===== src/rtl/alu_pipe_hs.sv =====
// Pipelined ALU with valid/ready handshakes: AND/OR/ADD/SUB/SLT in one cycle,
// optional iterative shift-add unsigned multiply (WIDTH+1 cycles).
//
// state  | meaning
// IDLE   | ready for operands; non-mul ops complete here on the accept edge
// MUL    | one shift-add step per cycle, LSB-first on B
// DONE   | multiply finished; loads the output register and returns to IDLE
module alu_pipe_hs #(
  parameter int WIDTH  = 16,
  parameter int MUL_EN = 1
) (
  input  logic             clk,
  input  logic             rst_n,
  input  logic             in_valid,
  output logic             in_ready,
  input  logic [WIDTH-1:0] a,
  input  logic [WIDTH-1:0] b,
  input  logic             sub,
  input  logic             op0,
  input  logic             op1,
  input  logic             mul,
  output logic             out_valid,
  input  logic             out_ready,
  output logic [WIDTH-1:0] result,
  output logic             flag_z,
  output logic             flag_c,
  output logic             flag_v
);

  localparam int       CW       = $clog2(WIDTH);
  localparam logic [CW-1:0] CNT_LAST = CW'(WIDTH - 1);
  localparam bit       MUL_ON   = (MUL_EN != 0);

  typedef enum logic [1:0] {S_IDLE, S_MUL, S_DONE} state_t;

  state_t               state_q;
  logic                 out_valid_q;
  logic [WIDTH-1:0]     result_q;
  logic                 z_q, c_q, v_q;
  logic [2*WIDTH-1:0]   a_sh_q;
  logic [WIDTH-1:0]     b_sh_q;
  logic [2*WIDTH-1:0]   acc_q;
  logic [CW-1:0]        cnt_q;

  logic                 accept, mul_go;
  logic                 sub_eff, ovf;
  logic [WIDTH-1:0]     b_eff;
  logic [WIDTH:0]       sum;
  logic [WIDTH-1:0]     res_d;
  logic                 c_d, v_d;
  logic [2*WIDTH-1:0]   acc_d;

  assign in_ready = rst_n && (state_q == S_IDLE) && (!out_valid_q || out_ready);
  assign accept   = in_valid && in_ready;
  assign mul_go   = MUL_ON && mul;

  // SLT always subtracts; sub only matters for the ADD encoding
  assign sub_eff = (op1 && op0) || (sub && !op1 && op0);
  assign b_eff   = sub_eff ? ~b : b;
  assign sum     = {1'b0, a} + {1'b0, b_eff} + (WIDTH+1)'(sub_eff);
  assign ovf     = (a[WIDTH-1] == b_eff[WIDTH-1]) && (sum[WIDTH-1] != a[WIDTH-1]);

  always_comb begin
    res_d = '0;
    c_d   = 1'b0;
    v_d   = 1'b0;
    case ({op1, op0})
      2'b00: res_d = a & b;
      2'b10: res_d = a | b;
      2'b01: begin
        res_d = sum[WIDTH-1:0];
        c_d   = sum[WIDTH];
        v_d   = ovf;
      end
      default: begin
        res_d = {{(WIDTH-1){1'b0}}, sum[WIDTH-1] ^ ovf};
        c_d   = sum[WIDTH];
        v_d   = ovf;
      end
    endcase
  end

  assign acc_d = b_sh_q[0] ? (acc_q + a_sh_q) : acc_q;

  always_ff @(posedge clk) begin
    if (!rst_n) begin
      state_q     <= S_IDLE;
      out_valid_q <= 1'b0;
      result_q    <= '0;
      z_q         <= 1'b0;
      c_q         <= 1'b0;
      v_q         <= 1'b0;
      a_sh_q      <= '0;
      b_sh_q      <= '0;
      acc_q       <= '0;
      cnt_q       <= '0;
    end else begin
      // drain; any load below in the same edge takes precedence
      if (out_ready) out_valid_q <= 1'b0;
      case (state_q)
        S_IDLE: begin
          if (accept) begin
            if (mul_go) begin
              a_sh_q  <= {{WIDTH{1'b0}}, a};
              b_sh_q  <= b;
              acc_q   <= '0;
              cnt_q   <= '0;
              state_q <= S_MUL;
            end else begin
              result_q    <= res_d;
              z_q         <= (res_d == '0);
              c_q         <= c_d;
              v_q         <= v_d;
              out_valid_q <= 1'b1;
            end
          end
        end
        S_MUL: begin
          acc_q  <= acc_d;
          a_sh_q <= a_sh_q << 1;
          b_sh_q <= b_sh_q >> 1;
          cnt_q  <= cnt_q + CW'(1);
          if (cnt_q == CNT_LAST) state_q <= S_DONE;
        end
        S_DONE: begin
          result_q    <= acc_q[WIDTH-1:0];
          z_q         <= (acc_q[WIDTH-1:0] == '0);
          c_q         <= |acc_q[2*WIDTH-1:WIDTH];
          v_q         <= 1'b0;
          out_valid_q <= 1'b1;
          state_q     <= S_IDLE;
        end
        default: state_q <= S_IDLE;
      endcase
    end
  end

  assign out_valid = out_valid_q;
  assign result    = result_q;
  assign flag_z    = z_q;
  assign flag_c    = c_q;
  assign flag_v    = v_q;

endmodule


===== config.mk =====
export PLATFORM = sky130hd
export DESIGN_NAME = alu_pipe_hs
export DESIGN_NICKNAME = d
export VERILOG_FILES = /design/src/rtl/alu_pipe_hs.sv
export SDC_FILE = /design/constraint.sdc
export NUM_CORES = 1
export LEC_CHECK = 0
export CAP_MARGIN = 20
export CORE_MARGIN = 3
export CORE_UTILIZATION = 34
export CTS_CLUSTER_DIAMETER = 30
export DETAILED_ROUTE_END_ITERATION = 8
export PLACE_DENSITY = 0.53
export SYNTH_ARGS = -nofsm -noshare
export SYNTH_HDL_FRONTEND = slang
export SYNTH_SLANG_ARGS = --single-unit

===== constraint.sdc =====
create_clock -name clk -period 6.2 [get_ports clk]
set_input_delay 0.93 -clock clk [delete_from_list [all_inputs] [get_ports clk]]
set_output_delay 0.93 -clock clk [all_outputs]
set_load 0.01 [all_outputs]

==> results.sh, run 1 <==
export IMPL_drive_gt1_share_pct=4.62
export IMPL_cp_required_ns=6.48
export IMPL_seq_power_share_pct=44.6
export IMPL_antenna_cells=0
export IMPL_cpMostUsedCell="xnor2_1"
export IMPL_async_reset_ff_share_pct=0
export IMPL_p_int_uw=1100
export IMPL_irDropWorstVdd_uv=150
export IMPL_rr_worst_depth=11
export IMPL_clock_latency_ns=0.37
export IMPL_max_freq_mhz=225
export IMPL_period_minus_slack_ns=4.44
export IMPL_timing_hold_ws_ns=0.468
export IMPL_yosys_warnings=0
export IMPL_skew_ns=0.0111
export IMPL_drtIter0Drc=280
export IMPL_post_drt_wl_per_cell_um=17.2
export IMPL_drc=0
export IMPL_dieArea_um2=22200
export IMPL_timing_final_crit_share_pct=71.6
export IMPL_p_leak_uw=0.00304
export IMPL_cts_buffer_depth=2
export IMPL_cts_root_buf="clkbuf_16"
export IMPL_startpoint_type="primary input"
export IMPL_die_w_um=149
export IMPL_hpwl_um=15000
export IMPL_syn_area_per_cell_um2=8.03
export IMPL_row_count=51
export IMPL_die_h_um=149
export IMPL_wl_met3_um=503
export IMPL_whs_path_depth=2
export IMPL_synth_enable_flop_cells=0
export IMPL_numCtsBuffers=9
export IMPL_crit_buf_inv=2
export IMPL_crit_chain="clkdlybuf4s50_1 > buf_4 > o21ai_4 > xnor2_1 > fa_1 > a211oi_1 > o21ai_1 > xnor2_1 > o22ai_1 > nor4_1 > and3_1 > nand3_1 > or4_1 > o31ai_2"
export IMPL_timing_rr_end="acc_q[30]"
export IMPL_final_setup_tns_ns=0
export IMPL_grt_ovfl_total=0
export IMPL_antenna_found_initial=0
export IMPL_final_cells=1175
export IMPL_h_tree_depth=3
export IMPL_vias_per_cell=5.40
export IMPL_cts_resized=0
export IMPL_ant_nets=0
export IMPL_multiInputGateArea_um2=4660
export IMPL_cpMaxStageDelayCell="o21ai_4"
export IMPL_relSlewSlack_pct=35.0
export IMPL_grt_usage_pct=18.8
export IMPL_min_path_type="register to register"
export IMPL_synth_area_um2=6940
export IMPL_dp_slack_ns=1.33
export IMPL_ys_seq_elements=106
export IMPL_r2r_slack_ns=3.07
export IMPL_synth_distinct_cells=65
export IMPL_synth_cells=864
export IMPL_num_vias=6343
export IMPL_path_class="primary input to register"
export IMPL_power_density_nw_per_um2=195
export IMPL_firstDrtPassIters=5
export IMPL_setup_viol=0
export IMPL_met2_length_um=9340
export IMPL_place_congestion=0.855
export IMPL_min_delay_start="b_sh_q[12]"
export IMPL_initial_utilization_pct=35.1
export IMPL_ys_flop_type="dfxtp_1"
export IMPL_cts_hold_buf=0
export IMPL_cp_slowest_stage_delay_ns=0.58
export IMPL_p_clk_share_pct=35.6
export IMPL_coreArea_um2=19800
export IMPL_final_nets=999
export IMPL_post_cts_buffers=0
export IMPL_grt_pass1_vias=6209
export IMPL_cp_end_kind="register"
export IMPL_cp_arrival_ns=4.72
export IMPL_clock_sinks=106
export IMPL_slew_viol_final=0
export IMPL_dp_cells=1159
export IMPL_worstSetupPathDepth=14
export IMPL_grt_max_degree=78
export IMPL_min_to="b_sh_q[12]"
export IMPL_cap_viol_max_count=0
export IMPL_hold_violations=0
export IMPL_power_switching_uw=473
export IMPL_p_sw_share_pct=30.0
export IMPL_r2r_start="a_sh_q[0]"
export IMPL_numPortBuffers=60
export IMPL_path_clk_slew_ns=0.07
export IMPL_ys_seq_area_share_pct=30.6
export IMPL_utilization_pct=41.0
export IMPL_drt_met1_wl_um=10200
export IMPL_grt_pass1_wl_um=33200
export IMPL_syn2layout_area_growth_pct=16.8
export IMPL_routed_wl_um=20200
export IMPL_rsz0062_at_grt="false"
export IMPL_power_frac_comb_pct=19.8
export IMPL_highest_layer="met4"
export IMPL_cp_max_fo=21
export IMPL_setup_slack_ns=1.76
export IMPL_io_pin_count=61
export IMPL_fill_cells=2102
export IMPL_syn_num_nets=958
export IMPL_worstMarginPinSlew_ns=0.973
export IMPL_cts_tree="built"
export IMPL_status="complete, no violations"
export IMPL_crit_family="compound AO/OA/AOI/OAI gates"
export IMPL_seqCellArea_um2=2120
-- worst register-to-register path, delay by kind of cell, from the launching register on --
kind / cells / cell delay, ns
XOR/XNOR: 1 / 0.17
flip-flops: 1 / 0.34
AO/OA/AOI/OAI: 6 / 1.04
AND/OR/NAND/NOR: 2 / 0.79
adder cells (fa/ha/maj): 2 / 0.68
-- sequential cells by signal, summed over array words and instances (netlist names), 2 cells and up --
signal,count
state_q,2
cnt_q,4
a_sh_q,32
acc_q,32
result,16
b_sh_q,16
-- routing by layer --
| layer | track usage, % | up-vias |
|---|---|---|
| met2 | 30.3 | 77 |
| met4 | 4.53 | 0 |
| met5 | 0 | - |
| met3 | 3.04 | 17 |
| met1 | 26.3 | 3001 |
| li1 | - | 3248 |
-- cells in the final DEF, fill, tap and decap left out, types with 8 or more instances in the layout --
cell type,instances
clkdlybuf4s50_1,59
xnor2_1,32
inv_1,9
xor2_1,21
dfxtp_1,106
nor4_1,9
a21oi_1,58
buf_4,11
o21ai_1,8
a21boi_0,61
a21o_1,17
nor3_1,10
o21a_1,15
nand3_1,40
and3_1,10
clkbuf_16,9
a22oi_1,44
nand2_1,126
o211ai_1,8
ha_1,52
nor2_1,41
o21ai_0,51
-- per-stage QoR --
step	area, um2	total power [uW]
global placement	7820	1030
finish	8100	1580
floorplan	6940	925
global route	8100	1660
CTS	8100	1600
detailed placement	7820	1030
-- worst max-delay path by stage --
stage	from	slack [ns]	end
after floorplan	op1	2.15	flag_z
after detailed placement	op1	1.33	flag_z
final	op1	1.76	flag_z
after global placement	op1	1.38	flag_z
after global routing	op1	1.33	flag_z
after CTS	op1	1.71	flag_z
-- cell type report --
cell class                      count  area share [%]
Clock buffer                        9            2.78
Clock inverter                      7           0.664
Timing Repair Buffer               71            8.37
Tap cell                          265            4.09
Multi-Input combinational cell    708            57.5
Sequential cell                   106            26.2
Inverter                            9           0.417
-- power by group through the flow --
stage                     clock, uW  sequential (uW)  combinational [uW]
after floorplan                   0              718                 207
after global placement            0              720                 312
after detailed placement          0              720                 312
after CTS                       582              704                 313
after global routing            609              705                 346
final                           562              703                 312
-- logic make-up (layout without fill, tap and decap cells) --
group | count (synthesis) | count (layout) | share of synthesized area (%)
AO/OA/AOI/OAI | 320 | 320 | 31.1
XOR/XNOR | 54 | 54 | 6.92
adder cells (fa/ha/maj) | 54 | 54 | 9.95
buffers and inverters | 50 | 96 | 2.72
flip-flops | 106 | 106 | 30.6
multiplexers | 2 | 2 | 0.289
AND/OR/NAND/NOR | 278 | 278 | 18.4
-- cell usage after synthesis, types with 2 or more instances --
| library cell | count | area [um2] |
|---|---|---|
| nand2_1 | 126 | 473 |
| dfxtp_1 | 106 | 2120 |
| a21boi_0 | 61 | 458 |
| a21oi_1 | 59 | 295 |
| ha_1 | 52 | 651 |
| o21ai_0 | 51 | 255 |
| a22oi_1 | 44 | 330 |
| nor2_1 | 43 | 161 |
| nand3_1 | 40 | 200 |
| clkbuf_1 | 34 | 128 |
| xnor2_1 | 32 | 280 |
| xor2_1 | 21 | 184 |
| a21o_1 | 17 | 128 |
| o21a_1 | 15 | 113 |
| nor3_1 | 11 | 55.1 |
| and3_1 | 10 | 62.6 |
| inv_1 | 9 | 33.8 |
| nor4_1 | 9 | 56.3 |
| nor2b_1 | 8 | 50.1 |
| o211ai_1 | 8 | 60.1 |
| o21ai_1 | 8 | 40.0 |
| and2_1 | 7 | 43.8 |
| a211oi_1 | 6 | 45.0 |
| a31oi_1 | 6 | 37.5 |
| buf_1 | 6 | 22.5 |
| nand4_1 | 5 | 31.3 |
| o21bai_1 | 5 | 37.5 |
| o22ai_1 | 5 | 31.3 |
| a211o_1 | 4 | 35.0 |
| nand2b_1 | 4 | 25.0 |
| o31ai_1 | 4 | 30.0 |
| o32ai_1 | 4 | 35.0 |
| o2111ai_1 | 3 | 26.3 |
| or4_1 | 3 | 22.5 |
| a21boi_1 | 2 | 15.0 |
| and4_1 | 2 | 17.5 |
| fa_1 | 2 | 40.0 |
| mux2i_1 | 2 | 20.0 |
| nor3b_1 | 2 | 15.0 |
| o311ai_1 | 2 | 17.5 |
| or2_0 | 2 | 12.5 |
(Power assumes the default switching activity.)
==> run 2: changes to the inputs <==
Settings changed: PLACE_DENSITY 0.53 to 0.55.
Clock period 6.2 ns to 3.8 ns, I/O delays scaled along.
==> run 2 against run 1 <==
  * Sequential power increased by 64%
  * Flip-flop and latch count unchanged
  * Via count increased by 2.3%
==> results.sh, run 2 (synthesized netlist as in run 1, its figures left out) <==
export IMPL_drtIter0Drc=425
export IMPL_dp_slack_ns=-0.132
export IMPL_cts_tree="built"
export IMPL_path_class="primary input to register"
export IMPL_final_nets=1023
export IMPL_firstDrtPassIters=5
export IMPL_skew_ns=0.0109
export IMPL_initial_utilization_pct=35.1
export IMPL_post_drt_wl_per_cell_um=16.9
export IMPL_grt_usage_pct=18.6
export IMPL_grt_max_degree=58
export IMPL_hold_violations=0
export IMPL_place_congestion=0.867
export IMPL_power_frac_comb_pct=20.9
export IMPL_crit_chain="clkdlybuf4s50_1 > o21ai_4 > buf_4 > buf_4 > xnor2_1 > ha_1 > nor3_1 > nor2_1 > nand2_1 > xnor2_1 > a21oi_1 > and3_1 > nand3_1 > or4_1 > o31ai_2"
export IMPL_p_clk_share_pct=35.5
export IMPL_timing_hold_ws_ns=0.468
export IMPL_cts_hold_buf=0
export IMPL_routed_wl_um=20300
export IMPL_dieArea_um2=22200
export IMPL_cp_slowest_stage_delay_ns=0.46
export IMPL_cp_end_kind="register"
export IMPL_post_cts_buffers=0
export IMPL_min_path_type="register to register"
export IMPL_antenna_cells=0
export IMPL_row_count=51
export IMPL_path_clk_slew_ns=0.08
export IMPL_startpoint_type="primary input"
export IMPL_die_h_um=149
export IMPL_io_pin_count=61
export IMPL_hpwl_um=15200
export IMPL_status="complete, no violations"
export IMPL_vias_per_cell=5.41
export IMPL_rsz0062_at_grt="false"
export IMPL_clock_sinks=106
export IMPL_clock_latency_ns=0.36
export IMPL_grt_ovfl_total=0
export IMPL_p_sw_share_pct=30.0
export IMPL_numPortBuffers=60
export IMPL_layout_commonest_cell="nand2_1"
export IMPL_h_tree_depth=3
export IMPL_ant_nets=0
export IMPL_cpMaxStageDelayCell="clkdlybuf4s50_1"
export IMPL_mostFrequentLayoutCells="nand2_1 (126), dfxtp_1 (106), a21boi_0 (61), clkdlybuf4s50_1 (59), a21oi_1 (58)"
export IMPL_grt_pass1_vias=6253
export IMPL_slew_viol_final=0
export IMPL_power_switching_uw=790
export IMPL_cts_root_buf="clkbuf_16"
export IMPL_grt_pass1_wl_um=33100
export IMPL_die_w_um=149
export IMPL_period_minus_slack_ns=3.59
export IMPL_cp_required_ns=4.08
export IMPL_power_density_nw_per_um2=318
export IMPL_cts_buffer_depth=2
export IMPL_relSlewSlack_pct=42.4
export IMPL_syn2layout_area_growth_pct=19.3
export IMPL_seq_power_share_pct=43.6
export IMPL_antenna_found_initial=0
export IMPL_crit_family="simple AND/OR/NAND/NOR gates"
export IMPL_p_leak_uw=0.00316
export IMPL_p_int_uw=1840
export IMPL_worstMarginPinSlew_ns=0.865
export IMPL_timing_final_crit_share_pct=94.5
export IMPL_setup_viol=0
export IMPL_num_vias=6489
export IMPL_coreArea_um2=19800
export IMPL_cts_resized=0
export IMPL_irDropWorstVdd_uv=211
export IMPL_drive_gt1_share_pct=6.96
export IMPL_max_freq_mhz=278
export IMPL_crit_buf_inv=3
export IMPL_top_regs="a_sh_q (32), acc_q (32)"
export IMPL_cap_viol_max_count=0
export IMPL_numCtsBuffers=9
export IMPL_drc=0
export IMPL_cp_max_fo=10
export IMPL_cp_arrival_ns=3.87
export IMPL_setup_slack_ns=0.208
## run 2: cell count changes in the layout (fill, tap and decap cells not counted), sizes merged
cell	before	now
buf	12	36
clkbuf	9	10
clkinv	3	2
inv	11	13
clkinvlp	2	0
## run 2: per-stage QoR
stage	instances	power [uW]	TNS (ns)	utilization [%]	instance area, um2
2_1_floorplan	864	1510	0	-	6940
3_3_place_gp	1183	1720	-0.0423	40.4	8000
3_5_place_dp	1183	1730	-0.132	40.4	8000
4_1_cts	1199	2670	0	41.9	8280
5_1_grt	1199	2760	0	41.9	8280
6_report	1199	2630	0	41.9	8280
## run 2: path summary, 6_finish.rpt
kind,cells after the start,start,slack (ns),endpoint
max,15,op1,0.21,flag_z
min,2,b_sh_q[2],0.47,b_sh_q[2]
max reg2reg,11,acc_q[0],0.64,acc_q[30]
min reg2reg,2,b_sh_q[2],0.47,b_sh_q[2]
## run 2: worst reg2reg max path: cells and delay by family (launching register included)
kind / cells / cell delay (ns)
fa+ha+maj: 2 / 0.70
compound gates: 6 / 1.05
simple gates: 2 / 0.78
xor+xnor: 1 / 0.17
flops: 1 / 0.35
## run 2: cell type report
cell class	instances	area (um2)
multi-input combinational	708	4650
fill	2064	11500
inverter	9	33.8
clock inverter	6	55.1
sequential	106	2120
tap	265	332
clock buffer	10	229
timing repair buffer	95	858
## run 2: metal layers
metal / vias up / routed length (um) / GRT usage, %
met3: 16 / 573 / 2.98
met2: 93 / 9340 / 30.0
met4: 0 / 243 / 4.07
met1: 3078 / 10100 / 26.2
met5: - / 0 / 0
li1: 3302 / - / -
## run 2: power by group through the flow
stage	combinational [uW]	clock [uW]	sequential (uW)
global route	606	1000	1150
finish	550	935	1150
detailed placement	551	0	1180
global placement	549	0	1170
floorplan	338	0	1170
CTS	552	966	1150
==> run 3: changes to the inputs <==
Settings changed: CORE_MARGIN 3 to 10, GPL_TIMING_DRIVEN set to 1.
==> run 3 against run 2 <==
  * Final area rose by 0.14%
  * Combinational power hardly changed
  * Final cell count grew 0.25%
==> results.sh, run 3 (synthesized netlist as in run 1, its figures left out) <==
export IMPL_crit_start="op1"
export IMPL_timing_rr_end="acc_q[30]"
export IMPL_mostFrequentLayoutCells="nand2_1 (126), dfxtp_1 (106), a21boi_0 (61), clkdlybuf4s50_1 (59), a21oi_1 (56)"
export IMPL_initial_utilization_pct=34.4
export IMPL_cts_tree="built"
export IMPL_drive_gt1_share_pct=7.08
export IMPL_num_vias=6424
export IMPL_relSlewSlack_pct=42.8
export IMPL_top_regs="a_sh_q (32), acc_q (32)"
export IMPL_cp_max_fo=5
export IMPL_max_freq_mhz=285
export IMPL_grt_pass1_vias=6196
export IMPL_grt_max_degree=53
export IMPL_p_leak_uw=0.00315
export IMPL_antenna_found_initial=0
export IMPL_power_density_nw_per_um2=317
export IMPL_die_h_um=163
export IMPL_io_pin_count=61
export IMPL_hpwl_um=15400
export IMPL_drtIter0Drc=377
export IMPL_die_w_um=163
export IMPL_vias_per_cell=5.34
export IMPL_setup_viol=0
export IMPL_firstDrtPassIters=5
export IMPL_crit_buf_inv=2
export IMPL_post_cts_buffers=0
export IMPL_antenna_cells=0
export IMPL_ant_nets=0
export IMPL_hold_violations=0
export IMPL_row_count=52
export IMPL_crit_chain="clkdlybuf4s50_1 > o21ai_4 > xnor2_1 > fa_1 > buf_4 > xor2_1 > a21oi_2 > o2111ai_1 > nor4_1 > and3_1 > nand3_1 > or4_1 > o31ai_2"
export IMPL_r2r_start="acc_q[0]"
export IMPL_cpMaxStageDelayCell="clkdlybuf4s50_1"
export IMPL_grt_usage_pct=15.1
export IMPL_min_path_type="register to register"
export IMPL_timing_final_crit_share_pct=92.2
export IMPL_h_tree_depth=3
export IMPL_worstMarginPinSlew_ns=0.857
export IMPL_numPortBuffers=60
export IMPL_place_area_um2=7990
export IMPL_layout_commonest_cell="nand2_1"
export IMPL_cts_buffer_depth=2
export IMPL_status="complete, no violations"
export IMPL_rr_worst_depth=11
export IMPL_cp_slowest_stage_delay_ns=0.46
export IMPL_fill_cells=2117
export IMPL_grt_pass1_wl_um=32800
export IMPL_place_congestion=0.862
export IMPL_cp_arrival_ns=3.78
export IMPL_crit_end="flag_z"
export IMPL_path_class="primary input to register"
export IMPL_final_nets=1021
export IMPL_skew_ns=0.0109
export IMPL_drc=0
export IMPL_routed_wl_um=20200
export IMPL_clock_latency_ns=0.36
export IMPL_fin_total_pwr_uw=2630
export IMPL_r2r_slack_ns=0.58
export IMPL_timing_hold_ws_ns=0.464
export IMPL_rsz0062_at_grt="false"
export IMPL_irDropWorstVdd_uv=204
export IMPL_cts_hold_buf=0
export IMPL_post_drt_wl_per_cell_um=16.8
export IMPL_period_minus_slack_ns=3.50
export IMPL_cts_root_buf="clkbuf_16"
export IMPL_final_area_um2=8290
export IMPL_crit_family="simple AND/OR/NAND/NOR gates"
export IMPL_cap_viol_max_count=0
export IMPL_grt_ovfl_total=0
export IMPL_slew_viol_final=0
export IMPL_path_clk_slew_ns=0.08
export IMPL_numCtsBuffers=9
export IMPL_cp_end_kind="register"
export IMPL_clock_sinks=106
export IMPL_startpoint_type="primary input"
export IMPL_coreArea_um2=20200
export IMPL_worstSetupPathDepth=13
export IMPL_dieArea_um2=26500
export IMPL_syn2layout_area_growth_pct=19.5
export IMPL_cp_required_ns=4.07
==> run 3: cell count changes in the layout (fill, tap and decap cells not counted), sizes merged <==
cell    delta
buf        -2
clkinv     -1
inv        +1
==> run 3: power breakdown <==
group,leakage (uW),switching [uW],internal [uW]
clock network,0.000140,469,462
registers,0.000856,19.1,1130
logic,0.00216,296,253
total,0.00315,785,1850
==> run 3: repair_timing <==
item / 4_1_cts / 5_1_grt
gates resized for setup: 0 / 5
setup endpoints to repair: 0 / 1
endpoints found under the hold margin: 0 / 0
==> run 3: area by class of cell <==
class / instances / area (um2) / share of cell area, %
Tap cell: 270 / 338 / 4.07
Timing Repair Buffer: 93 / 851 / 10.3
Sequential cell: 106 / 2120 / 25.6
Multi-Input combinational cell: 708 / 4660 / 56.2
Clock inverter: 6 / 55.1 / 0.664
Clock buffer: 10 / 229 / 2.76
Inverter: 9 / 33.8 / 0.407
==> run 3: metrics by stage <==
stage	std cells	util [%]	setup WS, ns	TNS [ns]
detailed placement	1186	39.6	-0.162	-0.162
global route	1202	41.1	0.0463	0
CTS	1202	41.0	0.210	0
finish	1202	41.1	0.297	0
floorplan	864	-	0.114	0
global placement	1186	39.6	-0.0868	-0.0868
==> run 3: how the worst min path moves through the flow <==
stage / slack (ns) / start / cells after the start / end
after floorplan: 0.44 / b_sh_q[12] / 2 / b_sh_q[12]
after global placement: 0.45 / b_sh_q[2] / 2 / b_sh_q[2]
after detailed placement: 0.46 / b_sh_q[11] / 2 / b_sh_q[11]
after CTS: 0.47 / b_sh_q[3] / 2 / b_sh_q[3]
after global routing: 0.49 / b_sh_q[8] / 2 / b_sh_q[8]
final: 0.46 / b_sh_q[1] / 2 / b_sh_q[1]
==> run 3: per-layer routing <==
| metal | GRT usage, % | vias to the layer above | share of wire [%] |
|---|---|---|---|
| li1 | - | 3309 | - |
| met1 | 20.6 | 3000 | 50 |
| met2 | 24.3 | 98 | 46 |
| met3 | 2.65 | 17 | 3.0 |
| met4 | 3.48 | 0 | 1.4 |
| met5 | 0 | - | 0 |
==> run 3: worst reg2reg max path: cells and delay by family (launching register included) <==
kind / cells / cell delay (ns)
fa+ha+maj: 2 / 0.72
flops: 1 / 0.36
simple gates: 2 / 0.82
compound gates: 6 / 1.04
xor+xnor: 1 / 0.18
